--- src/rtl/adder_feed_stage.sv ---
// Registered valid/ready wrapper around a combinational CLA adder: issue register feeding the
// adder, 2-entry result buffer with overflow/zero flags. Optional accumulate mode: ADDER_FEED_ACC_EN.
module adder_feed_stage #(
    parameter int WIDTH = 32
) (
    input  logic             clk,
    input  logic             rst,
    input  logic             in_valid,
    output logic             in_ready,
    input  logic [WIDTH-1:0] in_a,
    input  logic [WIDTH-1:0] in_b,
    input  logic             in_cin,
`ifdef ADDER_FEED_ACC_EN
    input  logic             in_acc,
`endif
    output logic [WIDTH-1:0] add_a,
    output logic [WIDTH-1:0] add_b,
    output logic             add_cin,
    input  logic [WIDTH-1:0] add_f,
    input  logic             add_cout,
    output logic             out_valid,
    input  logic             out_ready,
    output logic [WIDTH-1:0] out_sum,
    output logic             out_cout,
    output logic             out_ovf,
    output logic             out_zero
);

    logic             issue_vld_reg;
    logic [WIDTH-1:0] add_a_reg;
    logic [WIDTH-1:0] add_b_reg;
    logic             add_cin_reg;

    logic [WIDTH-1:0] sum_mem_reg  [2];
    logic             cout_mem_reg [2];
    logic             ovf_mem_reg  [2];
    logic             zero_mem_reg [2];
    logic             rd_ptr_reg;
    logic             wr_ptr_reg;
    logic [1:0]       cnt_reg;
    logic [1:0]       cnt_next;

    logic             in_fire;
    logic             out_fire;
    logic             cap_fire;
    logic             cap_ovf;
    logic             cap_zero;
    logic [WIDTH-1:0] b_next;

    assign out_valid = (cnt_reg != 2'd0);
    assign out_fire  = out_valid & out_ready;
    // A full buffer can still take the issue beat when the head leaves this cycle.
    assign cap_fire  = issue_vld_reg & ((cnt_reg < 2'd2) | out_fire);
    assign in_ready  = ~issue_vld_reg | cap_fire;
    assign in_fire   = in_valid & in_ready;

    assign cap_ovf  = (add_a_reg[WIDTH-1] == add_b_reg[WIDTH-1]) &
                      (add_f[WIDTH-1] != add_a_reg[WIDTH-1]);
    assign cap_zero = ~|add_f;

`ifdef ADDER_FEED_ACC_EN
    logic [WIDTH-1:0] acc_reg;

    always_ff @(posedge clk) begin
        if (rst) begin
            acc_reg <= '0;
        end else if (cap_fire) begin
            acc_reg <= add_f;
        end
    end

    // Forward the result being captured so back-to-back accumulates see the newest sum.
    always_comb begin
        b_next = in_b;
        if (in_acc) begin
            b_next = cap_fire ? add_f : acc_reg;
        end
    end
`else
    assign b_next = in_b;
`endif

    always_ff @(posedge clk) begin
        if (rst) begin
            issue_vld_reg <= 1'b0;
            add_a_reg     <= '0;
            add_b_reg     <= '0;
            add_cin_reg   <= 1'b0;
        end else begin
            if (in_fire) begin
                issue_vld_reg <= 1'b1;
                add_a_reg     <= in_a;
                add_b_reg     <= b_next;
                add_cin_reg   <= in_cin;
            end else if (cap_fire) begin
                issue_vld_reg <= 1'b0;
            end
        end
    end

    always_comb begin
        cnt_next = cnt_reg;
        case ({cap_fire, out_fire})
            2'b10:   cnt_next = cnt_reg + 2'd1;
            2'b01:   cnt_next = cnt_reg - 2'd1;
            default: cnt_next = cnt_reg;
        endcase
    end

    always_ff @(posedge clk) begin
        if (rst) begin
            rd_ptr_reg <= 1'b0;
            wr_ptr_reg <= 1'b0;
            cnt_reg    <= 2'd0;
        end else begin
            if (cap_fire) begin
                wr_ptr_reg <= ~wr_ptr_reg;
            end
            if (out_fire) begin
                rd_ptr_reg <= ~rd_ptr_reg;
            end
            cnt_reg <= cnt_next;
        end
    end

    for (genvar gi = 0; gi < 2; gi++) begin : g_entry
        always_ff @(posedge clk) begin
            if (rst) begin
                sum_mem_reg[gi]  <= '0;
                cout_mem_reg[gi] <= 1'b0;
                ovf_mem_reg[gi]  <= 1'b0;
                zero_mem_reg[gi] <= 1'b0;
            end else if (cap_fire && (wr_ptr_reg == 1'(gi))) begin
                sum_mem_reg[gi]  <= add_f;
                cout_mem_reg[gi] <= add_cout;
                ovf_mem_reg[gi]  <= cap_ovf;
                zero_mem_reg[gi] <= cap_zero;
            end
        end
    end

    assign add_a    = add_a_reg;
    assign add_b    = add_b_reg;
    assign add_cin  = add_cin_reg;
    assign out_sum  = sum_mem_reg[rd_ptr_reg];
    assign out_cout = cout_mem_reg[rd_ptr_reg];
    assign out_ovf  = ovf_mem_reg[rd_ptr_reg];
    assign out_zero = zero_mem_reg[rd_ptr_reg];

endmodule

--- config.mk ---
export PLATFORM = sky130hd
export DESIGN_NAME = adder_feed_stage
export DESIGN_NICKNAME = d
export VERILOG_FILES = /design/src/rtl/adder_feed_stage.sv
export SDC_FILE = /design/constraint.sdc
export NUM_CORES = 1
export LEC_CHECK = 0
export CAP_MARGIN = 5
export CORE_ASPECT_RATIO = 1.5
export CORE_MARGIN = 2
export CORE_UTILIZATION = 49
export DETAILED_ROUTE_END_ITERATION = 7
export HOLD_SLACK_MARGIN = 0.1
export PLACE_DENSITY = 0.86
export SETUP_SLACK_MARGIN = 0.2
export SYNTH_ARGS = -nofsm -noshare
export SYNTH_HDL_FRONTEND = slang
export SYNTH_SLANG_ARGS = --single-unit
--- constraint.sdc ---
create_clock -name clk -period 4.65 [get_ports clk]
set_input_delay 0.93 -clock clk [delete_from_list [all_inputs] [get_ports clk]]
set_output_delay 0.93 -clock clk [all_outputs]
set_load 0.01 [all_outputs]
Yosys cells after proc, flatten, opt, wreduce, memory -nomap -nowiden:

Memories as Yosys holds them, arrays and structs flattened. A register that Yosys moved wholly into a read port is not among the register bits.
Cells that the tools add are included.

* multipliers: 0
* reduce and logical (&&, ||, !) cells: 7
* mux-type cells: 27
* bitwise gates (word level): 17
* add/subtract/negate cells: 2
* shift operators: 0
* magnitude comparators: 1
* eq/ne operators: 4
* divide/modulo/power cells: 0

Operators with widths (count)
* $mux 32: 2
* $reduce_or 32->1: 1
* $mux 1: 24
* $or 1x1->1: 10
* $reduce_bool 2->1: 3
* $and 1x1->1: 4
* $pmux 2 s2: 1
* $not 1->1: 3
* $add 2x1->2 const B: 1
* $eq 2x1->1 const B: 1
* $eq 2x2->1 const B: 1
* $logic_and 1x1->1: 2
* $lt 2x2->1 const B: 1
* $sub 2x1->2 const B: 1
* $eq 1x1->1: 1
* $logic_not 1->1: 1
* $ne 1x1->1: 1

* word-level logic and storage cells: 69
* input port bits: 102
* output and inout bits: 102
* bits in writable memories: 70
* bits in latches: 0
* flip-flop bits (word level): 70
* memories kept: 4
* ROM bits: 0

Memories
* sum_mem_reg: words 2, bits a word 32, read ports 1, clocked after memory_dff 1, write ports 2, line 34 `logic [WIDTH-1:0] sum_mem_reg [2];`
* cout_mem_reg: words 2, bits a word 1, read ports 1, clocked after memory_dff 1, write ports 2, line 35 `logic cout_mem_reg [2];`
* ovf_mem_reg: words 2, bits a word 1, read ports 1, clocked after memory_dff 1, write ports 2, line 36 `logic ovf_mem_reg [2];`
* zero_mem_reg: words 2, bits a word 1, read ports 1, clocked after memory_dff 1, write ports 2, line 37 `logic zero_mem_reg [2];`

Depth between registers and ports, before layout:

Gate-level depths: netlist of run 1.

* depth after elaboration: 9
* depth in mapped cells: 6
* gate-level depth less buffers: 6

Worst setup path before layout of run 1:

OpenSTA, ideal clock, no wires.

* path type: input to register
* start: in out_ready
* end: mem cout_mem_reg[1], enable pin
* data arrival time: 2.768 ns
* path slack: 1.447 ns
* required time: 4.215 ns
* setup time: 0.435 ns
* buffers on the path: 0
* cell stages on the path: 3
* path through: nand2b_1 > nand2_1 > o21bai_1

RTL lines
* from (decl): line 22 `input logic out_ready,`
* to (decl): line 35

Final worst setup path of run 1:

* start: in out_ready
* end: out in_ready

* longest elaborated chain between the ends: 4

Ends and longest elaborated chain
* $and 1x1->1: line 51 `assign out_fire = out_valid & out_ready;`
* $or 1x1->1: line 53 `assign cap_fire = issue_vld_reg & ((cnt_reg < 2'd2) | out_fire);`
* $and 1x1->1: line 53
* $or 1x1->1: line 54 `assign in_ready = ~issue_vld_reg | cap_fire;`
* to (decl): line 9 `output logic in_ready,`

Every way passes these cells.

==> results of run 1 <==
==> final cells by class <==
cell class | instances | area [um2] | share of cell area
Clock buffer | 18 | 429.2 | 0.05028
Multi-Input combinational cell | 338 | 2098 | 0.2458
Inverter | 4 | 15.01 | 0.001759
Tap cell | 150 | 187.7 | 0.02199
Sequential cell | 141 | 3523 | 0.4128
Clock inverter | 14 | 207.7 | 0.02433
Timing Repair Buffer | 210 | 2074 | 0.2430
==> synthesized netlist by cell type, types with 5 or more instances <==
master                      n  area (um2)
sky130_fd_sc_hd__nor2_1     5       18.77
sky130_fd_sc_hd__buf_2     11       55.05
sky130_fd_sc_hd__o21ai_1   50       250.2
sky130_fd_sc_hd__nand3_1   66       330.3
sky130_fd_sc_hd__buf_1      5       18.77
sky130_fd_sc_hd__a21oi_1   69       345.3
sky130_fd_sc_hd__and2_1    66       412.9
sky130_fd_sc_hd__edfxtp_1  70        2102
sky130_fd_sc_hd__o21ai_0   17       85.08
sky130_fd_sc_hd__mux2_2    35       394.1
sky130_fd_sc_hd__nor4_1     8       50.05
sky130_fd_sc_hd__dfxtp_1   71        1421
sky130_fd_sc_hd__clkbuf_1  23       86.33
==> critical path, delay by kind of cell <==
kind | cells | cell delay (ps)
buffers and inverters | 3 | 1110
and+or+nand+nor | 1 | 230
==> stage by stage <==
stage	hold slack, ps	area [um2]	utilization	cells
detailed placement	467.0	7899	0.6815	843
CTS	475.6	8536	0.7364	875
floorplan	481.0	5846	-	529
global placement	460.3	7899	0.6815	843
global route	495.1	8536	0.7364	875
finish	474.0	8536	0.7364	875
==> final timing paths <==
kind                  endpoint  slack, ps
max reg2reg  sum_mem_reg[1][6]       2870
min                  add_b[19]        470
max                   in_ready       1440
min reg2reg          add_b[19]        470
==> power breakdown <==
part | switching (mW) | total (mW) | leakage (nW) | internal (mW)
logic | 0.320 | 0.735 | 1.49 | 0.415
registers | 0.0397 | 1.44 | 1.32 | 1.40
clock network | 0.532 | 1.44 | 0.310 | 0.913
==> cells by family after synthesis <==
| family | synth area share |
|---|---|
| AOI/OAI and AO/OA | 0.1190 |
| xor gates and xnor gates | 0.004496 |
| adders and majority gates | 0.002140 |
| buffers and inverters | 0.04088 |
| DFF | 0.6027 |
| muxes | 0.06742 |
| and+or+nand+nor | 0.1633 |
==> per-layer routing <==
metal	vias up	global-route usage	part of all wire
met4	0	0.08824	0.016
li1	2272	-	-
met3	20	0.06400	0.066
met2	182	0.4187	0.54
met5	-	0	0
met1	2292	0.2641	0.38
==> Implementation_results.wiki, run 1 <==
{| class="wikitable"
! Metric !! Value
|-
| Run status || finished, final reports clean
|-
| Number of buffers created by CTS || 17
|-
| 1st-pass router iterations || 4
|-
| Fin crit share || 0.6913
|-
| Global-route wire length before repair || 23.35 mm
|-
| Worst reg2reg path depth || 3
|-
| Most common library cell in the layout ignoring fill and taps || sky130_fd_sc_hd__clkdlybuf4s50_1
|-
| Detailed-placement wirelength estimate || 10.06 mm
|-
| Final routed wirelength across all metal layers || 15.28 mm
|-
| Cells along the critical path || clkdlybuf4s50_1, and3b_2, inv_2, clkdlybuf4s50_1
|-
| Post-route ant nets || 0
|-
| Worst Max-Slew Pin Slew || 1082 ps
|-
| Most used cells in the layout excluding fill and tap cells || sky130_fd_sc_hd__clkdlybuf4s50_1, sky130_fd_sc_hd__dfxtp_1, sky130_fd_sc_hd__edfxtp_1
|-
| Worst setup slack after layout || 1436 ps
|-
| Number of standard-cell rows in the floorplan || 48
|-
| Worst path slowest cell || sky130_fd_sc_hd__clkdlybuf4s50_1
|-
| Distinct cell type count of the synthesized netlist || 33
|-
| Maximum VDD drop || 0.2736 mV
|-
| Post-cts resize count || 0
|-
| TritonCTS Sinks || 141
|-
| Final worst path period need || 3214 ps
|-
| # H-tree levels || 4
|-
| Count of hold buffers inserted by post-cts repair || 0
|-
| Final sum of negative setup slack || 0 ps
|-
| Number of instances in the synthesized netlist || 529
|-
| WP data arrival || 2280 ps
|-
| Via count of the first global-routing pass || 4678
|-
| Number of filler cells placed in the layout || 770
|-
| Maximum number of pins on one net before global-route repair || 67
|-
| EDFF count, synth || 70
|-
| Final antenna diode count || 0
|-
| Hold path depth || 2
|-
| Core ar. || 11590 um2
|-
| Clk Latency, worst-skew pair || 400 ps
|-
| Critical path's most frequent cell || sky130_fd_sc_hd__clkdlybuf4s50_1
|-
| Data required time at the worst endpoint || 3720 ps
|-
| Setup clock skew after layout || 5.663 ps
|-
| Iteration-0 DRC Markers || 276
|-
| Buffer levels on the longest clock path || 2
|-
| Nets || 815
|-
| Top-level port count || 204
|-
| Hold WC Path Type || register to register
|-
| Primary flip-flop cell chosen by synthesis mapping || sky130_fd_sc_hd__dfxtp_1
|-
| Average routed wire per standard cell || 17.47 um
|-
| Headroom to the max-slew limit || 0.2774
|-
| CTS tree || built
|-
| Count of pins over their slew limit || 0
|-
| Critical hold path startpoint || add_b[19]
|-
| Total overflow reported by the global router || 0
|-
| Final hold violation count || 0
|-
| Residual DRC || 0
|-
| Setup crit end kind || output pin
|-
| Category of the critical setup timing path || primary input to output pin
|-
| Total power density per cell area || 423.7 nW/um2
|-
| Worst setup startpoint || out_ready
|-
| Number of flip-flops in the largest register || 64
|-
| Clk Tree Root Cell || sky130_fd_sc_hd__clkbuf_16
|-
| Worst Path Max Fanout || 4
|-
| Place WS || 1455 ps
|-
| Starting Density || 0.5043
|-
| Largest stage delay, worst path || 550 ps
|-
| Worst flop-to-flop path startpoint || cnt_reg[1]
|-
| Setup repair after global routing missed its margin || no
|-
| Global placement routability congestion || 0.7435
|-
| FMAX || 0.3111 GHz
|-
| Count of yosys warnings during synthesis || 0
|-
| Die span in y || 137.8 um
|-
| Share of final-layout standard cells stronger than drive strength 1 || 0.1200
|-
| Number of endpoints failing setup at the final stage || 0
|-
| Clock slew at reported path FFs || 60 ps
|-
| Fraction of synthesis flops using an asynchronous set or reset pin || 0
|-
| Sequential-to-total area share from yosys stat || 0.6027
|-
| Number of vias per cell after detailed routing || 5.447
|-
| Quantity of I/O buffers inserted on ports || 203
|-
| Horiz. Die Dim || 93.18 um
|-
| Launching element type of the critical path || primary input
|-
| Synth-to-Final Area Change || 46.02%
|-
| Cell Area, Synth || 5846 um2
|-
| Number of setup buffers added after CTS || 0
|-
| MaxCap Viol Count || 0
|-
| Post-synthesis sequential element count || 141
|-
| Vias || 4766
|-
| Total die area || 12840 um2
|-
| Antenna violations before repair || 0
|-
| Syn Nets || 632
|-
| Per-instance average area after synthesis || 11.05 um2
|-
| Cell leakage power || 3.121 nW
|-
| All-layer global routing usage || 0.2337
|-
| Total power || 3.616 mW
|}
(Power assumes the default switching activity.)
==> run 2, diff against run 1 <==
--- a/config.mk
+++ b/config.mk
@@ -8,10 +8,10 @@
 export CAP_MARGIN = 5
 export CORE_ASPECT_RATIO = 1.5
 export CORE_MARGIN = 2
-export CORE_UTILIZATION = 49
+export CORE_UTILIZATION = 45
 export DETAILED_ROUTE_END_ITERATION = 7
 export HOLD_SLACK_MARGIN = 0.1
-export PLACE_DENSITY = 0.86
+export PLACE_DENSITY = 0.8
 export SETUP_SLACK_MARGIN = 0.2
 export SYNTH_ARGS = -nofsm -noshare
 export SYNTH_HDL_FRONTEND = slang
==> constraint.sdc (replaced) <==
create_clock -name clk -period 3.35 [get_ports clk]
set_input_delay 0.67 -clock clk [delete_from_list [all_inputs] [get_ports clk]]
set_output_delay 0.67 -clock clk [all_outputs]
set_load 0.01 [all_outputs]
==> Implementation_results.wiki, run 2 (synthesized netlist as in run 1, its figures left out) <==
{| class="wikitable"
! Metric !! Value
|-
| Worst Path Max Fanout || 35
|-
| Design Area, Final || 8477 um2
|-
| Starting Density || 0.4558
|-
| Horiz. Die Dim || 97.06 um
|-
| # H-tree levels || 4
|-
| Most used cells in the layout excluding fill and tap cells || sky130_fd_sc_hd__clkdlybuf4s50_1, sky130_fd_sc_hd__dfxtp_1, sky130_fd_sc_hd__edfxtp_1
|-
| Clk Latency, worst-skew pair || 410 ps
|-
| Fin crit share || 0.7964
|-
| Residual DRC || 0
|-
| Most common library cell in the layout ignoring fill and taps || sky130_fd_sc_hd__clkdlybuf4s50_1
|-
| FMAX || 0.3748 GHz
|-
| CTS tree || built
|-
| Number of setup buffers added after CTS || 0
|-
| Number of filler cells placed in the layout || 975
|-
| Vias || 4675
|-
| Die span in y || 143.6 um
|-
| Headroom to the max-slew limit || 0.2648
|-
| Final sum of negative setup slack || 0 ps
|-
| Clk Tree Root Cell || sky130_fd_sc_hd__clkbuf_16
|-
| Hold path depth || 2
|-
| Category of the critical setup timing path || register to output pin
|-
| Flop2flop setup slack || 1650 ps
|-
| Number of buffers created by CTS || 17
|-
| Global placement routability congestion || 0.7449
|-
| Worst Max-Slew Pin Slew || 1101 ps
|-
| Setup clock skew after layout || 11.67 ps
|-
| Launching element type of the critical path || register
|-
| Number of vias per cell after detailed routing || 5.277
|-
| 1st-pass router iterations || 4
|-
| Antenna violations before repair || 0
|-
| Top-level port count || 204
|-
| Share of final-layout standard cells stronger than drive strength 1 || 0.1224
|-
| Count of pins over their slew limit || 0
|-
| Core ar. || 12830 um2
|-
| Final routed wirelength across all metal layers || 15.30 mm
|-
| Maximum number of pins on one net before global-route repair || 67
|-
| Post-cts resize count || 0
|-
| Total overflow reported by the global router || 0
|-
| Quantity of I/O buffers inserted on ports || 203
|-
| Global-route wire length before repair || 24.18 mm
|-
| Dpl cells || 854
|-
| Worst flop-to-flop path startpoint || cnt_reg[1]
|-
| Run status || finished, final reports clean
|-
| Post-layout utilization of the core || 0.6609
|-
| Total power || 4.752 mW
|-
| Hold WC Path Type || register to register
|-
| Post-route ant nets || 0
|-
| Setup repair after global routing missed its margin || no
|-
| Average routed wire per standard cell || 17.27 um
|-
| Number of standard-cell rows in the floorplan || 51
|-
| Reg-to-reg critical path endpoint || add_b[26]
|-
| Final hold violation count || 0
|-
| Final antenna diode count || 0
|-
| Total die area || 13940 um2
|-
| Cell leakage power || 3.080 nW
|-
| All-layer global routing usage || 0.2177
|-
| Count of hold buffers inserted by post-cts repair || 0
|-
| Critical hold path startpoint || add_b[15]
|-
| Placement-stage cell area || 7925 um2
|-
| Iteration-0 DRC Markers || 162
|-
| Hold worst-path end || add_b[15]
|-
| WP data arrival || 2000 ps
|-
| Detailed-placement wirelength estimate || 10.21 mm
|-
| TritonCTS Sinks || 141
|-
| Via count of the first global-routing pass || 4735
|-
| Number of flip-flops in the largest register || 64
|-
| MaxCap Viol Count || 0
|-
| Data required time at the worst endpoint || 2680 ps
|-
| Synth-to-Final Area Change || 45.01%
|-
| Final instance count without filler cells || 886
|-
| Number of endpoints failing setup at the final stage || 0
|-
| Total power density per cell area || 560.6 nW/um2
|-
| Worst setup slack after layout || 682.0 ps
|-
| Setup crit end kind || output pin
|-
| Worst slack on hold paths || 473.4 ps
|-
| Clock slew at reported path FFs || 60 ps
|-
| Place WS || 693.9 ps
|-
| Worst reg2reg path depth || 4
|-
| Maximum VDD drop || 0.3262 mV
|-
| Buffer levels on the longest clock path || 2
|-
| Nets || 817
|-
| Final worst path period need || 2668 ps
|}
[run 2: layout make-up]
cell class              count  area (um2)  share of cell area
clock buffers              18       429.2             0.05063
clock inverters            14       122.6             0.01446
inverters                   4       15.01            0.001771
multi-input cells         338        2098              0.2475
flip-flops and latches    141        3523              0.4156
well taps                 159       198.9             0.02347
repair buffers            212        2090              0.2465
[run 2: critical path: stages (launching register included)]
cell and delay [ps]:
sky130_fd_sc_hd__dfxtp_1 300, sky130_fd_sc_hd__buf_4 390, sky130_fd_sc_hd__mux2_2 400, sky130_fd_sc_hd__clkdlybuf4s50_1 490
[run 2: report_power, final]
part           internal, mW  switching (mW)
combinational         0.578           0.434
clock                 0.972           0.774
sequential             1.94          0.0559
total                  3.49            1.26
[run 2: worst max-delay path by stage]
stage | depth (start not counted) | end
after detailed placement | 4 | in_ready
after global placement | 4 | in_ready
after CTS | 3 | out_sum[5]
after floorplan | 3 | cout_mem_reg[1]
after global routing | 3 | out_sum[1]
final | 3 | out_sum[31]
[run 2: per-layer routing]
layer,up-vias,wire length (um),GRT usage
li1,2275,-,-
met1,2215,5841,0.2478
met2,165,8189,0.3922
met3,20,1027,0.05837
met4,0,245,0.08006
met5,-,0,0
